File: config.mk
export PLATFORM = sky130hd
export DESIGN_NAME = mops_data_generator
export DESIGN_NICKNAME = d
export VERILOG_FILES = /design/src/rtl/mops_data_generator.sv
export SDC_FILE = /design/constraint.sdc
export NUM_CORES = 1
export LEC_CHECK = 0
export ABC_AREA = 1
export CORE_MARGIN = 3
export CORE_UTILIZATION = 51
export DETAILED_ROUTE_END_ITERATION = 10
export HOLD_SLACK_MARGIN = 0.08
export MAX_ROUTING_LAYER = met4
export PLACE_DENSITY_LB_ADDON = 0.08
export SLEW_MARGIN = 20
export SYNTH_ARGS = -nofsm -noshare
export SYNTH_HDL_FRONTEND = slang
export SYNTH_SLANG_ARGS = --single-unit
File: constraint.sdc
create_clock -name clk_40_m -period 4.6 [get_ports clk_40_m]
set_input_delay 0.92 -clock clk_40_m [delete_from_list [all_inputs] [get_ports clk_40_m]]
set_output_delay 0.92 -clock clk_40_m [all_outputs]
set_load 0.02 [all_outputs]
File: src/rtl/mops_data_generator.sv
// Emulates the MOPS front-end chips behind up to 32 CAN buses for hub system test.
// It produces the divided MOPS clock, oscillator-trim handshakes and RX/TX/advanced test frames.
module mops_data_generator #(
  parameter int DIV_RATIO   = 4,
  parameter int N_ADC_CH    = 36,
  parameter int FRAME_GAP   = 16,
  parameter int TRIM_CYCLES = 64,
  parameter int TX_TIMEOUT  = 1024
) (
  input  logic        clk_40_m,
  input  logic        rst,
  input  logic [4:0]  n_buses,
  input  logic        ext_trim_mops,
  input  logic        start_trim_osc,
  input  logic        test_rx,
  input  logic        test_tx,
  input  logic        test_advanced,
  input  logic        tra_valid,
  input  logic [4:0]  can_tra_select,
  output logic        clk_mops,
  output logic        ready_osc,
  output logic        end_trim_bus,
  output logic        test_rx_start,
  output logic        test_rx_end,
  output logic        test_tx_start,
  output logic        test_tx_end,
  output logic        test_advanced_end,
  output logic [7:0]  bus_id,
  output logic [5:0]  adc_ch,
  output logic [75:0] bus_dec_data,
  output logic        frame_valid,
  output logic        tx_err
);
  localparam int HALF_DIV = DIV_RATIO / 2;
  localparam int DIV_W    = (HALF_DIV > 1) ? $clog2(HALF_DIV) : 1;
  localparam int CNT_MAX  = (TX_TIMEOUT > TRIM_CYCLES) ?
                            ((TX_TIMEOUT > FRAME_GAP) ? TX_TIMEOUT : FRAME_GAP) :
                            ((TRIM_CYCLES > FRAME_GAP) ? TRIM_CYCLES : FRAME_GAP);
  localparam int CNT_W    = $clog2(CNT_MAX + 1);
  localparam logic [7:0] CMD_RX = 8'h43;
  localparam logic [7:0] CMD_TX = 8'h60;

  typedef enum logic [3:0] {
    S_IDLE, S_TRIM, S_RX_START, S_RX_RUN, S_RX_END,
    S_TX_START, S_TX_WAIT, S_TX_END, S_ADV_END
  } state_t;

  typedef struct packed {
    logic ready_osc;
    logic end_trim_bus;
    logic rx_start;
    logic rx_end;
    logic tx_start;
    logic tx_end;
    logic adv_end;
    logic frame_valid;
  } pulse_t;

  function automatic logic [75:0] build_frame(input logic [4:0] bus, input logic [5:0] ch,
                                              input logic [7:0] cmd);
    return {bus, 11'h581, 4'h8, cmd, 16'h2400, 2'b00, ch, 12'h000, bus[3:0], ch, 2'b00};
  endfunction

  logic [DIV_W-1:0] r_div_cnt;
  logic             r_clk_mops;

  // NOTE: sequential state always uses non-blocking assignments so every register
  // samples pre-edge values regardless of process ordering.
  always_ff @(posedge clk_40_m) begin
    if (!rst) begin
      r_div_cnt  <= '0;
      r_clk_mops <= 1'b0;
    end else if (r_div_cnt == DIV_W'(HALF_DIV - 1)) begin
      r_div_cnt  <= '0;
      r_clk_mops <= ~r_clk_mops;
    end else begin
      r_div_cnt <= r_div_cnt + 1'b1;
    end
  end

  state_t           r_state,  w_state_nxt;
  logic [CNT_W-1:0] r_cnt,    w_cnt_nxt;
  logic [4:0]       r_bus,    w_bus_nxt;
  logic [5:0]       r_ch,     w_ch_nxt;
  logic [4:0]       r_nbus,   w_nbus_nxt;
  logic             r_adv,    w_adv_nxt;
  logic [75:0]      r_frame,  w_frame_nxt;
  logic             r_tx_err, w_tx_err_nxt;
  pulse_t           r_pulse,  w_pulse_nxt;

  logic w_tx_match;
  logic w_tx_timeout;
  assign w_tx_match   = tra_valid && (can_tra_select == r_bus);
  assign w_tx_timeout = (r_cnt == CNT_W'(TX_TIMEOUT - 1));

  // Outputs are registered from the next-state decision, so each pulse is high
  // during exactly the cycle the FSM spends in the state that owns it.
  always_comb begin
    // NOTE: every variable gets a default first so no path can infer a latch.
    w_state_nxt  = r_state;
    w_cnt_nxt    = r_cnt;
    w_bus_nxt    = r_bus;
    w_ch_nxt     = r_ch;
    w_nbus_nxt   = r_nbus;
    w_adv_nxt    = r_adv;
    w_frame_nxt  = r_frame;
    w_tx_err_nxt = r_tx_err;
    w_pulse_nxt  = '0;
    unique case (r_state)
      S_IDLE: begin
        w_cnt_nxt = '0;
        if (ext_trim_mops && start_trim_osc) begin
          w_state_nxt = S_TRIM;
        end else if (test_advanced || test_rx) begin
          w_state_nxt          = S_RX_START;
          w_adv_nxt            = test_advanced;
          w_nbus_nxt           = n_buses;
          w_bus_nxt            = '0;
          w_ch_nxt             = '0;
          w_pulse_nxt.rx_start = 1'b1;
        end else if (test_tx) begin
          w_state_nxt          = S_TX_START;
          w_adv_nxt            = 1'b0;
          w_nbus_nxt           = n_buses;
          w_bus_nxt            = '0;
          w_ch_nxt             = '0;
          w_pulse_nxt.tx_start = 1'b1;
        end
      end
      S_TRIM: begin
        if (r_cnt == CNT_W'(TRIM_CYCLES - 1)) begin
          w_state_nxt              = S_IDLE;
          w_cnt_nxt                = '0;
          w_pulse_nxt.ready_osc    = 1'b1;
          w_pulse_nxt.end_trim_bus = 1'b1;
        end else begin
          w_cnt_nxt = r_cnt + 1'b1;
        end
      end
      S_RX_START: begin
        w_state_nxt             = S_RX_RUN;
        w_cnt_nxt               = '0;
        w_frame_nxt             = build_frame(r_bus, r_ch, CMD_RX);
        w_pulse_nxt.frame_valid = 1'b1;
      end
      S_RX_RUN: begin
        if (r_cnt == CNT_W'(FRAME_GAP - 1)) begin
          w_cnt_nxt = '0;
          if (r_bus == r_nbus && r_ch == 6'(N_ADC_CH - 1)) begin
            w_state_nxt        = S_RX_END;
            w_pulse_nxt.rx_end = 1'b1;
          end else begin
            if (r_ch == 6'(N_ADC_CH - 1)) begin
              w_ch_nxt  = '0;
              w_bus_nxt = r_bus + 1'b1;
            end else begin
              w_ch_nxt = r_ch + 1'b1;
            end
            w_frame_nxt             = build_frame(w_bus_nxt, w_ch_nxt, CMD_RX);
            w_pulse_nxt.frame_valid = 1'b1;
          end
        end else begin
          w_cnt_nxt = r_cnt + 1'b1;
        end
      end
      S_RX_END: begin
        if (r_adv) begin
          w_state_nxt          = S_TX_START;
          w_bus_nxt            = '0;
          w_ch_nxt             = '0;
          w_pulse_nxt.tx_start = 1'b1;
        end else begin
          w_state_nxt = S_IDLE;
        end
      end
      S_TX_START: begin
        w_state_nxt = S_TX_WAIT;
        w_cnt_nxt   = '0;
      end
      S_TX_WAIT: begin
        if (w_tx_match || w_tx_timeout) begin
          w_cnt_nxt = '0;
          if (w_tx_match) begin
            w_frame_nxt             = build_frame(r_bus, 6'd0, CMD_TX);
            w_pulse_nxt.frame_valid = 1'b1;
          end else begin
            w_tx_err_nxt = 1'b1;
          end
          if (r_bus == r_nbus) begin
            w_state_nxt        = S_TX_END;
            w_pulse_nxt.tx_end = 1'b1;
          end else begin
            w_state_nxt          = S_TX_START;
            w_bus_nxt            = r_bus + 1'b1;
            w_pulse_nxt.tx_start = 1'b1;
          end
        end else begin
          w_cnt_nxt = r_cnt + 1'b1;
        end
      end
      S_TX_END: begin
        if (r_adv) begin
          w_state_nxt         = S_ADV_END;
          w_pulse_nxt.adv_end = 1'b1;
        end else begin
          w_state_nxt = S_IDLE;
        end
      end
      S_ADV_END: w_state_nxt = S_IDLE;
      default:   w_state_nxt = S_IDLE;
    endcase
  end

  always_ff @(posedge clk_40_m) begin
    if (!rst) begin
      r_state  <= S_IDLE;
      r_cnt    <= '0;
      r_bus    <= '0;
      r_ch     <= '0;
      r_nbus   <= '0;
      r_adv    <= 1'b0;
      r_frame  <= '0;
      r_tx_err <= 1'b0;
      r_pulse  <= '0;
    end else begin
      r_state  <= w_state_nxt;
      r_cnt    <= w_cnt_nxt;
      r_bus    <= w_bus_nxt;
      r_ch     <= w_ch_nxt;
      r_nbus   <= w_nbus_nxt;
      r_adv    <= w_adv_nxt;
      r_frame  <= w_frame_nxt;
      r_tx_err <= w_tx_err_nxt;
      r_pulse  <= w_pulse_nxt;
    end
  end

  assign clk_mops          = r_clk_mops;
  assign ready_osc         = r_pulse.ready_osc;
  assign end_trim_bus      = r_pulse.end_trim_bus;
  assign test_rx_start     = r_pulse.rx_start;
  assign test_rx_end       = r_pulse.rx_end;
  assign test_tx_start     = r_pulse.tx_start;
  assign test_tx_end       = r_pulse.tx_end;
  assign test_advanced_end = r_pulse.adv_end;
  assign frame_valid       = r_pulse.frame_valid;
  assign bus_id            = {3'b000, r_bus};
  assign adc_ch            = r_ch;
  assign bus_dec_data      = r_frame;
  assign tx_err            = r_tx_err;

endmodule

-- Word level (Yosys, flattened, before mapping)
Cells that the tools add are included.
- bits in registers: 119
- input port bits: 18
- $add $sub $neg: 4
- equality and inequality tests: 24
- muxes and demuxes: 58
- bitwise operators: 5
- reduce and logical (&&, ||, !) cells: 24
- operators with widths (cell ; number):
    two-way mux 76 bit ; 4
    case mux 76 bit (3 select lines) ; 1
    two-way mux 5 bit ; 11
    case mux 11 bit (4 select lines) ; 1
    two-way mux 6 bit ; 7
    two-way mux 11 bit ; 3
    two-way mux 4 bit ; 8
    case mux 4 bit (8 select lines) ; 1
    case mux 5 bit (4 select lines) ; 1
    != test 2 bit, second input constant ; 9
    case mux 6 bit (3 select lines) ; 1
    == test 4 x 3 -> 1 bit, second input constant ; 4
    two-way mux 1 bit ; 14
    AND reduction 3 bit ; 4
    adder 11 x 1 -> 11 bit, second input constant ; 1
    == test 11 x 10 -> 1 bit, second input constant ; 1
    == test 11 x 4 -> 1 bit, second input constant ; 1
    == test 11 x 6 -> 1 bit, second input constant ; 1
    == test 5 bit ; 2
    AND reduction 5 bit ; 2
    == test 4 x 2 -> 1 bit, second input constant ; 2
    AND reduction 8 bit ; 1
    nonzero test 4 bit ; 2
    adder 6 x 1 -> 6 bit, second input constant ; 1
    other kinds (19) ; 32

-- Depth between registers and ports, before layout
Gate-level depths: netlist of run 1.
- depth after elaboration: 5
- depth in mapped cells: 14

-- Worst setup path after synthesis of run 1
Ideal clock, no wire load.
- kind: input to register
- start point: input can_tra_select[0]
- end point: register r_frame[27] (netlist: bus_dec_data[27])
- library setup time: 0.116 ns
- data arrival time: 1.867 ns
- data required time: 4.484 ns
- setup slack: 2.617 ns
- cell stages on the path: 11
- path buffers: 1
- cell sequence: inv_1 > nand2_1 > nand2_1 > nor2_1 > nand3_1 > nor2_1 > nor2_1 > nand2_2 > buf_6 > o21ai_0 > nor2_1
- cells in the longest elaborated chain, start to end: 5
- elaborated cells between the ends (all ways): 6
- those cells by class: eq/ne: 3; reduce/logical: 3
- ends and longest elaborated chain (element ; RTL line ; RTL):
    start, declared ; 19 ; input logic [4:0] can_tra_select,
    == test 5 bit (*) ; 93 ; assign w_tx_match = tra_valid && (can_tra_select == r_bus);
    logical AND 1 bit (*) ; 93 ;
    logical OR 1 bit ; 181 ; if (w_tx_match || w_tx_timeout) begin
    != test 2 bit (no source line) ; -- ;
    AND reduction 5 bit (no source line) (*) ; -- ;
    end signal, assigned ; 232 ; r_frame <= w_frame_nxt;
    end, declared ; 87 ; logic [75:0] r_frame, w_frame_nxt;
Every way passes the cells marked *; elsewhere a longest branch is shown, timed or not.
A chain may end at the register's enable or synchronous reset.

-- Worst setup path after layout of run 1
- start point: register r_bus[2]
- end point: output bus_id[2]
- RTL lines (element ; RTL line ; RTL):
    start, declared ; 83 ; logic [4:0] r_bus, w_bus_nxt;
    start signal, assigned ; 228 ; r_bus <= w_bus_nxt;
    end, declared ; 28 ; output logic [7:0] bus_id,
No word-level cell between the ends.

==> results of run 1 <==
## cells by family (layout without fill, tap and decap cells)
logic type / Yosys count / in the layout / share of synthesized area
AND/OR/NAND/NOR: 262 / 262 / 0.311
adder cells (fa/ha/maj): 3 / 3 / 0.0103
other: 1 / 47 / 0.00103
buffers and inverters: 140 / 135 / 0.223
AO/OA/AOI/OAI: 79 / 79 / 0.114
flip-flops: 56 / 56 / 0.307
XOR/XNOR: 14 / 14 / 0.0335
## registers in the layout, indices dropped and copies added, names as in the netlist, 4 cells and up
| register | count |
|---|---|
| bus_dec_data | 14 |
| r_cnt | 11 |
| adc_ch | 6 |
| r_bus | 5 |
| r_nbus | 5 |
| r_state | 4 |
## worst register-to-register path, delay by kind of cell (launching register included)
family,cells,cell delay [ns]
buffers and inverters,2,0.19
DFF,1,0.43
and+or+nand+nor,7,1.52
AOI/OAI and AO/OA,1,0.19
## synthesized netlist by cell type (all sizes together)
cell / number
buf: 77
nand3b: 1
xnor2: 3
clkbuf: 6
nor2: 84
a21boi: 1
ha: 3
a211oi: 1
conb: 1
nand4: 4
nor3b: 2
o21a: 1
nor3: 7
clkinv: 1
o21bai: 1
a21oi: 41
nand2: 133
a22oi: 2
a31oi: 1
dfxtp: 56
o22ai: 2
a22o: 1
inv: 56
nand3: 29
nor4: 2
xor2: 11
o21ai: 28
## through the flow
step	cells	area (sq um)	setup slack, ns
floorplan	601	3830	2.62
global placement	685	4060	1.98
detailed placement	685	4060	1.92
CTS	692	4180	2.12
global route	692	4180	1.89
finish	692	4180	2.12
## worst min path at each step
stage / startpoint / end
floorplan: r_div_cnt / r_div_cnt
global placement: r_div_cnt / r_div_cnt
detailed placement: r_div_cnt / r_div_cnt
CTS: r_div_cnt / r_div_cnt
global route: r_div_cnt / r_div_cnt
finish: r_div_cnt / r_div_cnt
## power by group
part	leakage [nW]	switching, mW	internal [mW]
Clock	0.0642	0.159	0.214
Sequential	0.458	0.153	0.612
Combinational	1.35	0.960	0.548
## area by class of cell
class / count / area, sq um
Clock buffer: 5 / 68.8
Clock inverter: 2 / 60.1
Fill cell: 666 / 2690
Inverter: 57 / 214
Multi-Input combinational cell: 405 / 1890
Sequential cell: 56 / 1120
Tap cell: 96 / 120
Timing Repair Buffer: 71 / 708
## per-layer routing
metal | part of all wire | up-vias | track usage
li1 | - | 1720 | -
met1 | 0.49 | 1428 | 0.274
met2 | 0.44 | 120 | 0.315
met3 | 0.061 | 6 | 0.0317
met4 | 0.0080 | 0 | 0.0523
met5 | 0 | - | -
==> metrics.txt, run 1 <==
status=complete, no violations; crit path from=r_bus[2]; Final setup viols=0; Total Routed Length=8230 um; Yosys cell types=36; reg2reg start=r_state[0]; largest net degree at the start of global routing=36; post-CTS setup buffers=0; DRC Markers=0; number of max-cap violations=0; slowest stage delay, CP=slightly below 0.7 ns; Antenna diodes=0; First DRT Iteration DRCs=about 190; utilization after layout=0.609; total global-route track usage=0.202; register bit total from synthesis=56; Worst Clk Skew=~0.0047 ns; CP Capture Type=output pin; worst relative slew slack=0.490; total power=2.65 mW; routed len/inst=11.9 um; Crit path depth=1; worst hold margin=0.438 ns; detailed placer's ending HPWL=6020 um; hold buffers post-CTS=0; Mapped Area=3660 sq um; depth of the CTS H-tree=2; FMAX=404 MHz; post-CTS sizing=0; routed vias/inst=4.73; crit start category=flop; Worst Hold Path Cells=1; Bufs and invs on worst path=1; CTS buffer count=5; R2R depth=10; required time of the critical path=about 3.7 ns; PortBufs=70; Starting Density=0.532; via count=3274; Skew-Pair Late Insertion Delay=0.31 ns; Slowest cell on crit path=clkdlybuf4s50_1; Area Overhead vs Synth=14.4%; Top Ports=118; register-to-register setup slack=roughly 2.2 ns; Post-Syn Instances=555; cell family with most CP delay=buffers and inverters; initial antenna violation count=0; share of cells above drive strength 1=0.0520; area of the die=approximately 8000 sq um; leading area contributor after synthesis=dfxtp_1; drt pass-1 iters=4; nets=slightly above 600; Root Buffer=clkbuf_8; Tcrit/Tclk final=0.538; die height=90.7 um; max-slew violations=0; CTS sink count=56; WS Path Type=flop to output pin; RSZ-0062 raised after global routing=false; Yosys warning count=0; crit path to=bus_id[2]; Mapped Avg Cell Area=between 6 and 7 sq um; ANT nets after route=0; pwr/cell area=between 600 and 700 nW/um^2; clock tree buffer depth=2; Slew @ Worst Pin=roughly 0.76 ns; Clk pin slew, worst setup/hold paths=approximately 0.10 ns; die span in x=90.7 um; commonest non-fill, non-tap cell in the layout=nand2_1; CP arrival=~1.6 ns; crit-path max FO=10; RR Endpoint=r_cnt[7]; Hold WC Path Type=flop to flop; num rows=30; core area=6870 sq um; Fin. Hold Viols=0; CTS tree=yes; crit-path cells=clkdlybuf4s50_1; number of global-route vias before repair=roughly 3k; Pleak=1.88 nW; largest vdd supply drop=0.000316 V; synth top area cells=dfxtp_1 (31%), buf_4 (14%), nand2_1 (13%), nor2_1 (8.0%), a21oi_1 (5.6%); first-pass GRT wire length=13600 um; TNS Setup=0 ns; gr ovfl total=0; placer congestion estimate=0.885; commonest non-fill, non-tap cells in the layout=nand2_1 (126), nor2_1 (78), clkdlybuf4s50_1 (70), dfxtp_1 (56), inv_1 (51); Seq/Total Area, Yosys=0.307; Tmin final=2.48 ns; top-area cell type share of the netlist area=0.307
No activity file was read; power rests on OpenSTA's default activity.
==> run 2, diff against run 1 <==
--- a/config.mk
+++ b/config.mk
@@ -7,7 +7,7 @@
 export LEC_CHECK = 0
 export ABC_AREA = 1
 export CORE_MARGIN = 3
-export CORE_UTILIZATION = 51
+export CORE_UTILIZATION = 47
 export DETAILED_ROUTE_END_ITERATION = 10
 export HOLD_SLACK_MARGIN = 0.08
 export MAX_ROUTING_LAYER = met4
==> constraint.sdc (replaced) <==
create_clock -name clk_40_m -period 2.3 [get_ports clk_40_m]
set_input_delay 0.46 -clock clk_40_m [delete_from_list [all_inputs] [get_ports clk_40_m]]
set_output_delay 0.46 -clock clk_40_m [all_outputs]
set_load 0.02 [all_outputs]
==> metrics.txt, run 2 (synthesis gave the netlist of run 1 again) <==
combinational share of power=0.603; gr ovfl total=0; Pleak=1.90 nW; number of global-route vias before repair=2939; initial antenna violation count=0; Skew-Pair Late Insertion Delay=0.32 ns; CTS tree=yes; Register Area=1120 sq um; Internal Dissipation=2.62 mW; Fin. Hold Viols=0; Tcrit/Tclk final=0.899; ANT nets after route=0; First DRT Iteration DRCs=164; Cell Area, Placed=between 4000 and 5000 sq um; commonest non-fill, non-tap cells in the layout=nand2_1 (126), nor2_1 (78), clkdlybuf4s50_1 (70), dfxtp_1 (56), inv_1 (51); CP Capture Type=flop; TNS Setup=0 ns; largest net degree at the start of global routing=35; max-slew violations=0; routed len/inst=12.2 um; via count=3324; Antenna diodes=0; status=complete, no violations; commonest non-fill, non-tap cell in the layout=nand2_1; hold endpoint=r_div_cnt; Clk pin slew, worst setup/hold paths=0.11 ns; required time of the critical path=2.54 ns; FMAX=484 MHz; WS Path Type=flop to flop; hold_sp=r_div_cnt; number of max-cap violations=0; Final setup viols=0; Worst Clk Skew=0.00619 ns; CTS sink count=56; utilization after layout=0.568; Net Sw Frac=0.499; pwr/cell area=1240 nW/um^2; area of the die=8880 sq um; die height=between 90 and 100 um; placer congestion estimate=0.885; R2R depth=11; post-CTS setup buffers=0; detailed placer's ending HPWL=6430 um; total global-route track usage=0.199; Hold WC Path Type=flop to flop; Slew @ Worst Pin=0.592 ns; num rows=31; post-CTS sizing=0; CTS buffer count=5; hold buffers post-CTS=0; Top Ports=~120; number of fill cells=754; Root Buffer=clkbuf_8; clock power share=0.110; PortBufs=70; Final Cell Area=4210 sq um; nets=625; Tmin final=~2.1 ns; Net Sw Power=2.61 mW; crit start category=flop; Total Routed Length=8610 um; Area Overhead vs Synth=15.1%; RSZ-0062 raised after global routing=false; Starting Density=0.494; drt pass-1 iters=5; clock tree buffer depth=2; RR Endpoint=r_cnt[8]; register-to-register setup slack=around 0.23 ns; worst hold margin=0.440 ns; area of the multi-input gates=1890 sq um; first-pass GRT wire length=13900 um; die span in x=94.2 um; register share of total power=0.287; worst relative slew slack=0.604; DRC Markers=0; Worst Hold Path Cells=1; max FFs per register=14; share of cells above drive strength 1=0.0661; reg2reg start=r_state[0]; depth of the CTS H-tree=2; largest vdd supply drop=0.000634 V; crit-path max FO=12; core area=7410 sq um; routed vias/inst=about 4.7; CP arrival=2.31 ns
[run 2: cell count changes in the layout (fill, tap and decap cells not counted)]
cell | previous run | this run
inv_6 | 0 | 1
buf_4 | 1 | 9
clkinv_2 | 0 | 1
bufinv_16 | 2 | 0
clkinv_4 | 0 | 1
[run 2: how the worst max path moves through the flow]
stage,start,to,slack [ns]
2_1_floorplan,r_bus[2],bus_dec_data[75],0.59
3_3_place_gp,can_tra_select[3],bus_dec_data[26],0.14
3_5_place_dp,can_tra_select[1],bus_dec_data[25],0.07
4_1_cts,r_bus[0],bus_id[0],0.27
5_1_grt,r_state[0],r_cnt[8],0.09
6_report,r_state[0],r_cnt[8],0.23
[run 2: cell type report]
class	count	share of cell area
multi-input cells	405	0.449
flip-flops and latches	56	0.266
repair buffers	79	0.182
inverters	57	0.0508
well taps	99	0.0294
clock buffers	5	0.0163
clock inverters	3	0.00535
[run 2: power groups by stage]
stage	logic [mW]	clock network (mW)	registers [mW]
6_report	3.15	0.574	1.50
5_1_grt	3.51	0.622	1.55
4_1_cts	3.15	0.586	1.50
3_5_place_dp	3.13	0	1.52
3_3_place_gp	3.09	0	1.52
2_1_floorplan	2.23	0	1.65
[run 2: layer usage]
metal,vias up,GRT usage,share of wire
li1,1732,-,-
met1,1460,0.274,0.49
met2,122,0.306,0.44
met3,10,0.0361,0.065
met4,0,0.0445,0.010
met5,-,-,0
[run 2: critical path, stage by stage, from the launching register on]
cell	delay (ns)
dfxtp_1	0.44
inv_1	0.11
nand2_2	0.10
nor2_4	0.08
nor2_4	0.13
nand2_1	0.08
nor2_2	0.44
inv_2	0.08
nor2_1	0.15
buf_4	0.17
nand2_1	0.05
a21oi_1	0.15
[run 2: per-stage QoR]
step                      power (mW)  worst slack (ns)  instances
after floorplan                 3.88             0.590        601
after global placement          4.61             0.141        696
after detailed placement        4.65            0.0713        696
after CTS                       5.24             0.272        704
after global routing            5.68            0.0864        704
final                           5.22             0.233        704
==> run 3, diff against run 2 <==
--- a/config.mk
+++ b/config.mk
@@ -5,7 +5,6 @@
 export SDC_FILE = /design/constraint.sdc
 export NUM_CORES = 1
 export LEC_CHECK = 0
-export ABC_AREA = 1
 export CORE_MARGIN = 3
 export CORE_UTILIZATION = 47
 export DETAILED_ROUTE_END_ITERATION = 10
==> metrics.txt, run 3 <==
Fin. Hold Viols=0; number of global-route vias before repair=2751; EDFF count, synth=0; area of the die=8680 sq um; detailed placer's ending HPWL=6200 um; RR Endpoint=r_cnt[5]; post-CTS setup buffers=0; Mapped Area=approximately 3600 sq um; placer congestion estimate=0.850; most used flip-flop cell after synthesis=dfxtp_1; Top Ports=118; Seq/Total Area, Yosys=0.314; clock power share=0.139; hold_sp=r_div_cnt; crit start category=primary input; register-to-register setup slack=0.18 ns; Mapped Avg Cell Area=8.34 sq um; Cell Area, Placed=4190 sq um; Tcrit/Tclk final=0.926; required time of the critical path=2.53 ns; CTS buffer count=5; top-area cell type share of the netlist area=0.314; Internal Dissipation=2.20 mW; most frequent cell after synthesis=buf_4; status=complete, no violations; DRC Markers=0; max FFs per register=14; RSZ-0062 raised after global routing=true; FMAX=469 MHz; routed vias/inst=just over 5; number of max-cap violations=0; CTS tree=yes; total global-route track usage=0.191; Skew-Pair Late Insertion Delay=about 0.32 ns; initial antenna violation count=0; register share of total power=0.339; commonest non-fill, non-tap cells in the layout=clkdlybuf4s50_1 (70), dfxtp_1 (54), conb_1 (47), nor2_1 (45), nand2_1 (36); Starting Density=0.487; crit-path max FO=11; Antenna diodes=0; top cells by count, synth=buf_4 (68), dfxtp_1 (56), nor2_1 (45), nand2_1 (37), a21oi_1 (18); slowest stage delay, CP=0.48 ns; pwr/cell area=877 nW/um^2; worst relative slew slack=0.619; Yosys cell types=68; Yosys warning count=0; Slowest cell on crit path=clkdlybuf4s50_1; clock tree buffer depth=2; first-pass GRT wire length=roughly 13000 um; combinational share of power=0.522; CP arrival=2.36 ns; depth of the CTS H-tree=2; share of cells above drive strength 1=0.134; core area=7330 sq um; TNS Setup=0 ns; Worst Hold Path Cells=1; die height=93.2 um; Net Sw Power=approximately 1.6 mW; Worst Clk Skew=approximately 0.0073 ns; R2R depth=9; ys async rst share=0; commonest non-fill, non-tap cell in the layout=clkdlybuf4s50_1; Clk pin slew, worst setup/hold paths=approximately 0.090 ns; crit-path cells=clkdlybuf4s50_1 -> xor2_1 -> nor4_2 -> buf_4 -> and3_2 -> nor3_4 -> o21ai_2 -> buf_12 -> a311oi_1; synth top area cells=dfxtp_1 (31%), buf_4 (14%), nor2_1 (4.7%), nand2_1 (3.9%), mux2i_1 (3.1%); hold endpoint=r_div_cnt; num rows=31; Post-Syn Instances=428; WS Path Type=primary input to flop; Final Cell Area=4300 sq um; number of fill cells=between 600 and 700; die span in x=93.2 um; gr ovfl total=0; PortBufs=70; CP Capture Type=flop; worst hold margin=0.440 ns; register bit total from synthesis=56; drt pass-1 iters=4; via count=3043; Slew @ Worst Pin=0.567 ns; utilization after layout=0.587; Total Routed Length=about 8100 um; First DRT Iteration DRCs=172; Final setup viols=0; Root Buffer=clkbuf_8; Hold WC Path Type=flop to flop; CTS sink count=56; nets=just over 500; Net Sw Frac=0.417; max-slew violations=0; Tmin final=approximately 2.1 ns; ANT nets after route=0; largest net degree at the start of global routing=25; Area Overhead vs Synth=20.4%; Pleak=between 1.5 and 2 nW; routed len/inst=between 10 and 15 um; reg2reg start=r_cnt[0]; leading area contributor after synthesis=dfxtp_1; largest vdd supply drop=0.000482 V
[run 3: changes by cell type after synthesis, moves of 13 or more]
cell and delta:
nand2_1 -89, inv_1 -46, nor2_1 -33, a21oi_1 -23, o21ai_0 -16, nand3_1 -13
[run 3: through the flow]
step	setup slack (ns)	cells	total power [mW]
floorplan	0.348	474	2.76
global placement	-0.171	586	3.22
detailed placement	-0.239	586	3.25
CTS	0.0650	593	3.78
global route	-0.0320	593	4.02
finish	0.169	593	3.77
[run 3: critical path: cells and delay by family]
| kind | cells | cell delay [ns] |
|---|---|---|
| buffers and inverters | 3 | 0.77 |
| AO/OA/AOI/OAI | 2 | 0.32 |
| XOR/XNOR | 1 | 0.20 |
| AND/OR/NAND/NOR | 3 | 0.60 |
[run 3: layout make-up]
type / instances / area, sq um / area share
inverters: 5 / 18.8 / 0.00436
multi-input cells: 323 / 1980 / 0.461
flip-flops and latches: 56 / 1120 / 0.261
clock buffers: 6 / 72.6 / 0.0169
clock inverters: 1 / 5.00 / 0.00116
repair buffers: 103 / 973 / 0.226
well taps: 99 / 124 / 0.0288
[run 3: cells by family after synthesis]
group                      after synthesis  share of synthesized area
AOI/OAI and AO/OA                       87                      0.177
xor gates and xnor gates                18                     0.0441
adders and majority gates                3                     0.0105
buffers and inverters                   95                      0.186
DFF                                     56                      0.314
muxes                                   11                     0.0308
other                                    1                    0.00105
and+or+nand+nor                        157                      0.236
[run 3: power groups by stage]
stage          clock (mW)  sequential (mW)  combinational, mW
3_3_place_gp            0             1.29               1.93
3_5_place_dp            0             1.30               1.95
2_1_floorplan           0             1.34               1.42
6_report            0.525             1.28               1.97
4_1_cts             0.545             1.28               1.96
5_1_grt             0.577             1.31               2.14
[run 3: how the worst max path moves through the flow]
| stage | from | to | cells past startpoint |
|---|---|---|---|
| 5_1_grt | r_cnt[0] | r_cnt[2] | 9 |
| 2_1_floorplan | adc_ch[5] | r_bus[0] | 7 |
| 3_3_place_gp | can_tra_select[4] | r_bus[1] | 8 |
| 4_1_cts | adc_ch[5] | r_bus[1] | 5 |
| 3_5_place_dp | can_tra_select[4] | r_bus[1] | 8 |
| 6_report | can_tra_select[3] | r_cnt[5] | 9 |
[run 3: routing by layer]
| metal | track usage | up-vias | routed length [um] |
|---|---|---|---|
| met2 | 0.328 | 99 | 4140 |
| met5 | - | - | 0 |
| met1 | 0.234 | 1406 | 3460 |
| met4 | 0.0574 | 0 | 99 |
| li1 | - | 1530 | - |
| met3 | 0.0274 | 8 | 381 |
[run 3: timing repair]
action | in CTS | in global routing
hold buffers | 0 | 0
hold endpoints to repair | 0 | 0
gates resized for setup | 0 | 7
endpoints found under the setup margin | 0 | 8
